===== src/rtl/periph_bus_arbiter.sv =====
// Two-master sequencer for the shared 16-bit peripheral bus: fixed-priority arbitration
// with m1 starvation relief, region decode, per-region wait states and one-cycle acks.
module periph_bus_arbiter #(
  parameter int unsigned WAIT_RAM   = 0,
  parameter int unsigned WAIT_IO    = 2,
  parameter int unsigned STARVE_MAX = 4
) (
  input  logic        clk,
  input  logic        rst,
  input  logic        m0_req,
  input  logic        m0_we,
  input  logic [15:0] m0_addr,
  input  logic [15:0] m0_wdata,
  output logic        m0_ack,
  output logic [15:0] m0_rdata,
  input  logic        m1_req,
  input  logic        m1_we,
  input  logic [15:0] m1_addr,
  input  logic [15:0] m1_wdata,
  output logic        m1_ack,
  output logic [15:0] m1_rdata,
  output logic [15:0] bus_addr,
  output logic [15:0] bus_wdata,
  input  logic [15:0] bus_rdata,
  output logic        bus_read,
  output logic        bus_write,
  output logic        cs_ram,
  output logic        cs_audio,
  output logic        cs_graphics,
  output logic        cs_spart,
  output logic        cs_ps2,
  output logic        grant_m1,
  output logic [1:0]  dbg_state
);

  typedef enum logic [1:0] {
    ST_IDLE   = 2'd0,
    ST_ACCESS = 2'd1,
    ST_DONE   = 2'd2
  } state_e;

  localparam logic [3:0] WAIT_RAM_C   = 4'(WAIT_RAM);
  localparam logic [3:0] WAIT_IO_C    = 4'(WAIT_IO);
  localparam logic [3:0] STARVE_MAX_C = 4'(STARVE_MAX);

  state_e      state_q, state_d;
  logic        owner_q, owner_d;
  logic        we_q, we_d;
  logic [15:0] addr_q, addr_d;
  logic [15:0] wdata_q, wdata_d;
  logic [3:0]  wait_q, wait_d;
  logic [3:0]  starve_q, starve_d;
  logic [15:0] m0_rdata_q, m0_rdata_d;
  logic [15:0] m1_rdata_q, m1_rdata_d;

  // Arbitration result, only acted upon in IDLE.
  logic        pick_m1;
  logic        any_req;
  logic        both_req;
  logic [15:0] sel_addr;
  logic [15:0] sel_wdata;
  logic        sel_we;
  logic        sel_io;

  assign any_req   = m0_req | m1_req;
  assign both_req  = m0_req & m1_req;
  assign pick_m1   = m1_req & (~m0_req | (starve_q == STARVE_MAX_C));
  assign sel_addr  = pick_m1 ? m1_addr  : m0_addr;
  assign sel_wdata = pick_m1 ? m1_wdata : m0_wdata;
  assign sel_we    = pick_m1 ? m1_we    : m0_we;
  assign sel_io    = (sel_addr[15:12] >= 4'hC);

  always_ff @(posedge clk or negedge rst) begin
    if (!rst) begin
      state_q    <= ST_IDLE;
      owner_q    <= 1'b0;
      we_q       <= 1'b0;
      addr_q     <= 16'h0;
      wdata_q    <= 16'h0;
      wait_q     <= 4'h0;
      starve_q   <= 4'h0;
      m0_rdata_q <= 16'h0;
      m1_rdata_q <= 16'h0;
    end else begin
      state_q    <= state_d;
      owner_q    <= owner_d;
      we_q       <= we_d;
      addr_q     <= addr_d;
      wdata_q    <= wdata_d;
      wait_q     <= wait_d;
      starve_q   <= starve_d;
      m0_rdata_q <= m0_rdata_d;
      m1_rdata_q <= m1_rdata_d;
    end
  end

  always_comb begin
    state_d    = state_q;
    owner_d    = owner_q;
    we_d       = we_q;
    addr_d     = addr_q;
    wdata_d    = wdata_q;
    wait_d     = wait_q;
    starve_d   = starve_q;
    m0_rdata_d = m0_rdata_q;
    m1_rdata_d = m1_rdata_q;

    case (state_q)
      ST_IDLE: begin
        if (any_req) begin
          owner_d = pick_m1;
          addr_d  = sel_addr;
          wdata_d = sel_wdata;
          we_d    = sel_we;
          wait_d  = sel_io ? WAIT_IO_C : WAIT_RAM_C;
          state_d = ST_ACCESS;
          // Starvation count only moves when both masters actually contend.
          if (pick_m1) begin
            starve_d = 4'h0;
          end else if (both_req && (starve_q != STARVE_MAX_C)) begin
            starve_d = starve_q + 4'h1;
          end
        end
      end
      ST_ACCESS: begin
        if (wait_q == 4'h0) begin
          state_d = ST_DONE;
          if (!we_q) begin
            if (owner_q) m1_rdata_d = bus_rdata;
            else         m0_rdata_d = bus_rdata;
          end
        end else begin
          wait_d = wait_q - 4'h1;
        end
      end
      ST_DONE: begin
        state_d = ST_IDLE;
      end
      default: begin
        state_d = ST_IDLE;
      end
    endcase
  end

  // Bus-side outputs decode straight from state so an async reset removes them immediately.
  logic in_access;
  logic in_done;
  assign in_access = (state_q == ST_ACCESS);
  assign in_done   = (state_q == ST_DONE);

  assign cs_ram      = in_access & (addr_q[15:12] <  4'hC);
  assign cs_audio    = in_access & (addr_q[15:12] == 4'hC);
  assign cs_graphics = in_access & (addr_q[15:12] == 4'hD);
  assign cs_spart    = in_access & (addr_q[15:12] == 4'hE);
  assign cs_ps2      = in_access & (addr_q[15:12] == 4'hF);
  assign bus_read    = in_access & ~we_q;
  assign bus_write   = in_access &  we_q;
  assign bus_addr    = addr_q;
  assign bus_wdata   = wdata_q;

  assign m0_ack    = in_done & ~owner_q;
  assign m1_ack    = in_done &  owner_q;
  assign m0_rdata  = m0_rdata_q;
  assign m1_rdata  = m1_rdata_q;
  assign grant_m1  = owner_q & (state_q != ST_IDLE);
  assign dbg_state = state_q;

endmodule


===== config.mk =====
export PLATFORM = sky130hd
export DESIGN_NAME = periph_bus_arbiter
export DESIGN_NICKNAME = d
export VERILOG_FILES = /design/src/rtl/periph_bus_arbiter.sv
export SDC_FILE = /design/constraint.sdc
export NUM_CORES = 1
export LEC_CHECK = 0
export ABC_AREA = 1
export CAP_MARGIN = 20
export CORE_MARGIN = 3
export CORE_UTILIZATION = 45
export CTS_BUF_LIST = sky130_fd_sc_hd__clkbuf_2
export DETAILED_ROUTE_END_ITERATION = 8
export PLACE_DENSITY = 0.92
export RECOVER_POWER = 100
export SYNTH_ARGS = -nofsm -noshare
export SYNTH_HDL_FRONTEND = slang
export SYNTH_SLANG_ARGS = --single-unit

===== constraint.sdc =====
create_clock -name clk -period 4.3 [get_ports clk]
set_input_delay 0.43 -clock clk [delete_from_list [all_inputs] [get_ports clk]]
set_output_delay 0.43 -clock clk [all_outputs]
set_load 0.02 [all_outputs]

==> impl_metrics.toml <==
[outcome]
status = "complete, but fails checks"
violations = "capacitance limit, slew limit"

[placement]
dp_hpwl_mm = 7.32
portBuffers = 161
gp_congestion = 0.805

[yosys]
synth_compound_area_share_pct = 15.9
synth.distinct_cells = 27
synth_mux_area_share_pct = 0
synth_edf_count = 0
synthCells = 399
seq_area_frac_synth_pct = 56.0
syn_area_per_cell_um2 = 8.51
synthTopCellsByArea = "dfrtp_1 56%, a21oi_1 9.6%, nand2_1 9.0%, inv_1 5.3%, o21ai_0 4.7%"
synthArstFlopShare_pct = 100
yosysMostFrequentCell = "nand2_1"
synth_top_area_share_pct = 56.0
synthXorXnorAreaFrac_pct = 0.516
synth_seq_cells = 76
synthSimpleGateAreaFrac_pct = 17.8
synth_area_leader_cell = "dfrtp_1"
synth_fa_ha_area_share_pct = 1.11
syn_area_mm2 = 0.00339
synth_top_family_by_area = "simple AND/OR/NAND/NOR gates"
synthesis.nets = 488
yosys_warnings = 0
yosys-top-cells-count = "81 x nand2_1, 76 x dfrtp_1, 65 x a21oi_1"
synth_ff_type = "dfrtp_1"

[cells_and_area]
postLayoutCoreUtil_pct = 70.4
final_net_count = 643
area_growth_pct = 51.2
antenna_cells = 0
drive_gt1_share_pct = 3.22

[grt]
gr-total-overflow = 0
grt_pass1_vias = 3457
grt_pass1_wl_mm = 16.2
grt_max_degree = 77
antenna_found_initial = 0
gr-usage-all-layers_pct = 23.8

[route]
vias = 3364
finalWirelength_mm = 10.0
drt-pass1-iter-count = 5
drc = 0
drt_iter0_markers = 193
ant_nets = 0
via_per_inst = 5.11
post_drt_wl_per_cell_um = 15.2

[flow_run]
timing.max_cap.violations = 2

[setup_path]
crit_type = "reg -> reg"
arrival_ns = 3.55
path_max_fanout = 35
required_ns = 4.71
cp-start-kind = "register"
setup.worst_path.end_class = "register"
worstRegToRegCells = 8

[sta]
setup_viol_count_final = 0
max_slew_margin_pct = -22.9
finalHoldViolCount = 0
worst_pin_slew_ns = 1.84
fin_crit_sh_pct = 73.1
slew_viol_final = 112
finalClockSkew_ns = 0.0308
fmax_ghz = 0.318
rsz0062_at_grt = "false"
fin_crit_ns = 3.14
setup_tns_ns = 0

[cts]
numCtsBuffers = 9
post_cts_resized = 0
cts-hold-fix-buffers = 0
clock_latency_ns = 0.48
cts-htree-levels = 3
cts_root_buf = "clkbuf_2"
post_cts_buffers = 0
numClockSinks = 76
clk_path_buf_depth = 2
cts_tree = "yes"
path_clk_slew_ns = 0.23

[floorplan]
fp.dieArea_mm2 = 0.00862
die_height_um = 92.9
die_w_um = 92.9
start_util_pct = 46.6
io_pins = 162
rows = 31
core_area_mm2 = 0.00729

[min_path]
hold_class = "in -> async"

[pwr]
p_leak_nw = 2.33
power.density_mw_per_mm2 = 720
peakVddDrop_uv = 399
[kinds of logic after synthesis]
logic type / count (synthesis)
AND/OR/NAND/NOR: 143
AO/OA/AOI/OAI: 106
flip-flops: 76
buffers and inverters: 69
adder cells (fa/ha/maj): 3
XOR/XNOR: 2
[metal layers]
| metal | up-vias | GRT usage, % | share of wire (%) |
|---|---|---|---|
| met1 | 1582 | 30.3 | 40 |
| met2 | 170 | 38.4 | 49 |
| met3 | 20 | 7.07 | 9.1 |
| met5 | - | 0 | 0 |
| li1 | 1592 | - | - |
| met4 | 0 | 8.79 | 2.0 |
[per-stage QoR]
| stage | power, mW | instances | cell area, um^2 | hold slack (ns) | setup slack (ns) |
|---|---|---|---|---|---|
| 6_report | 3.70 | 658 | 5130 | 0.397 | 1.16 |
| 5_1_grt | 3.98 | 658 | 5130 | 0.383 | 0.791 |
| 2_1_floorplan | 2.43 | 399 | 3390 | 0.134 | 2.51 |
| 3_3_place_gp | 3.34 | 642 | 5040 | 0.468 | 1.89 |
| 3_5_place_dp | 3.43 | 642 | 5040 | 0.475 | 1.78 |
| 4_1_cts | 3.89 | 658 | 5180 | 0.0360 | 1.65 |
[sequential cells by signal, indices dropped and copies added, names as in the netlist, 2 cells and up]
register and flops:
wait_q 4, dbg_state 2, m1_rdata 16, bus_wdata 16
m0_rdata 16, bus_addr 16, starve_q 4
[placed cells by master (no fill, tap or decap), types with 3 or more instances in the layout]
| cell type | synthesis | routed |
|---|---|---|
| a21oi_1 | 65 | 65 |
| clkbuf_2 | 1 | 10 |
| clkdlybuf4s50_1 | 0 | 84 |
| dfrtp_1 | 76 | 76 |
| dlygate4sd3_1 | 0 | 76 |
| ha_1 | 3 | 3 |
| inv_1 | 48 | 50 |
| nand2_1 | 81 | 82 |
| nand3_1 | 9 | 10 |
| nor2_1 | 41 | 43 |
| nor4_1 | 4 | 5 |
| o21ai_0 | 32 | 36 |
[critical path: stages (launching register included)]
cell	delay, ns
dfrtp_1	0.45
inv_1	0.10
ha_1	0.15
nand3_1	0.09
nand2_1	0.14
nand2_1	0.71
inv_1	1.10
nand2_1	0.13
a21oi_1	0.19
[worst paths after layout]
kind                        startpoint           end  slack [ns]
max                        starve_q[0]  bus_wdata[3]        1.16
min                                rst   m1_rdata[7]        0.40
max reg2reg                starve_q[0]  bus_wdata[3]        1.16
min reg2reg                m0_rdata[7]   m0_rdata[7]        0.51
max in group asynchronous          rst  bus_addr[14]        2.80
min in group clk           m1_addr[11]  bus_addr[11]        0.46
[area by class of cell]
type / count / area [um^2]
Sequential cell: 76 / 1900
Clock inverter: 7 / 98.8
Fill cell: 556 / 2160
Inverter: 50 / 188
Tap cell: 99 / 124
Multi-Input combinational cell: 254 / 1160
Clock buffer: 9 / 45.0
Timing Repair Buffer: 163 / 1610
[power breakdown]
part	switching (mW)	internal, mW	leakage [nW]
Sequential	0.220	1.07	0.892
Combinational	1.16	0.795	1.36
Clock	0.257	0.196	0.0825
Total	1.64	2.06	2.33
No activity file was read; power rests on OpenSTA's default activity.
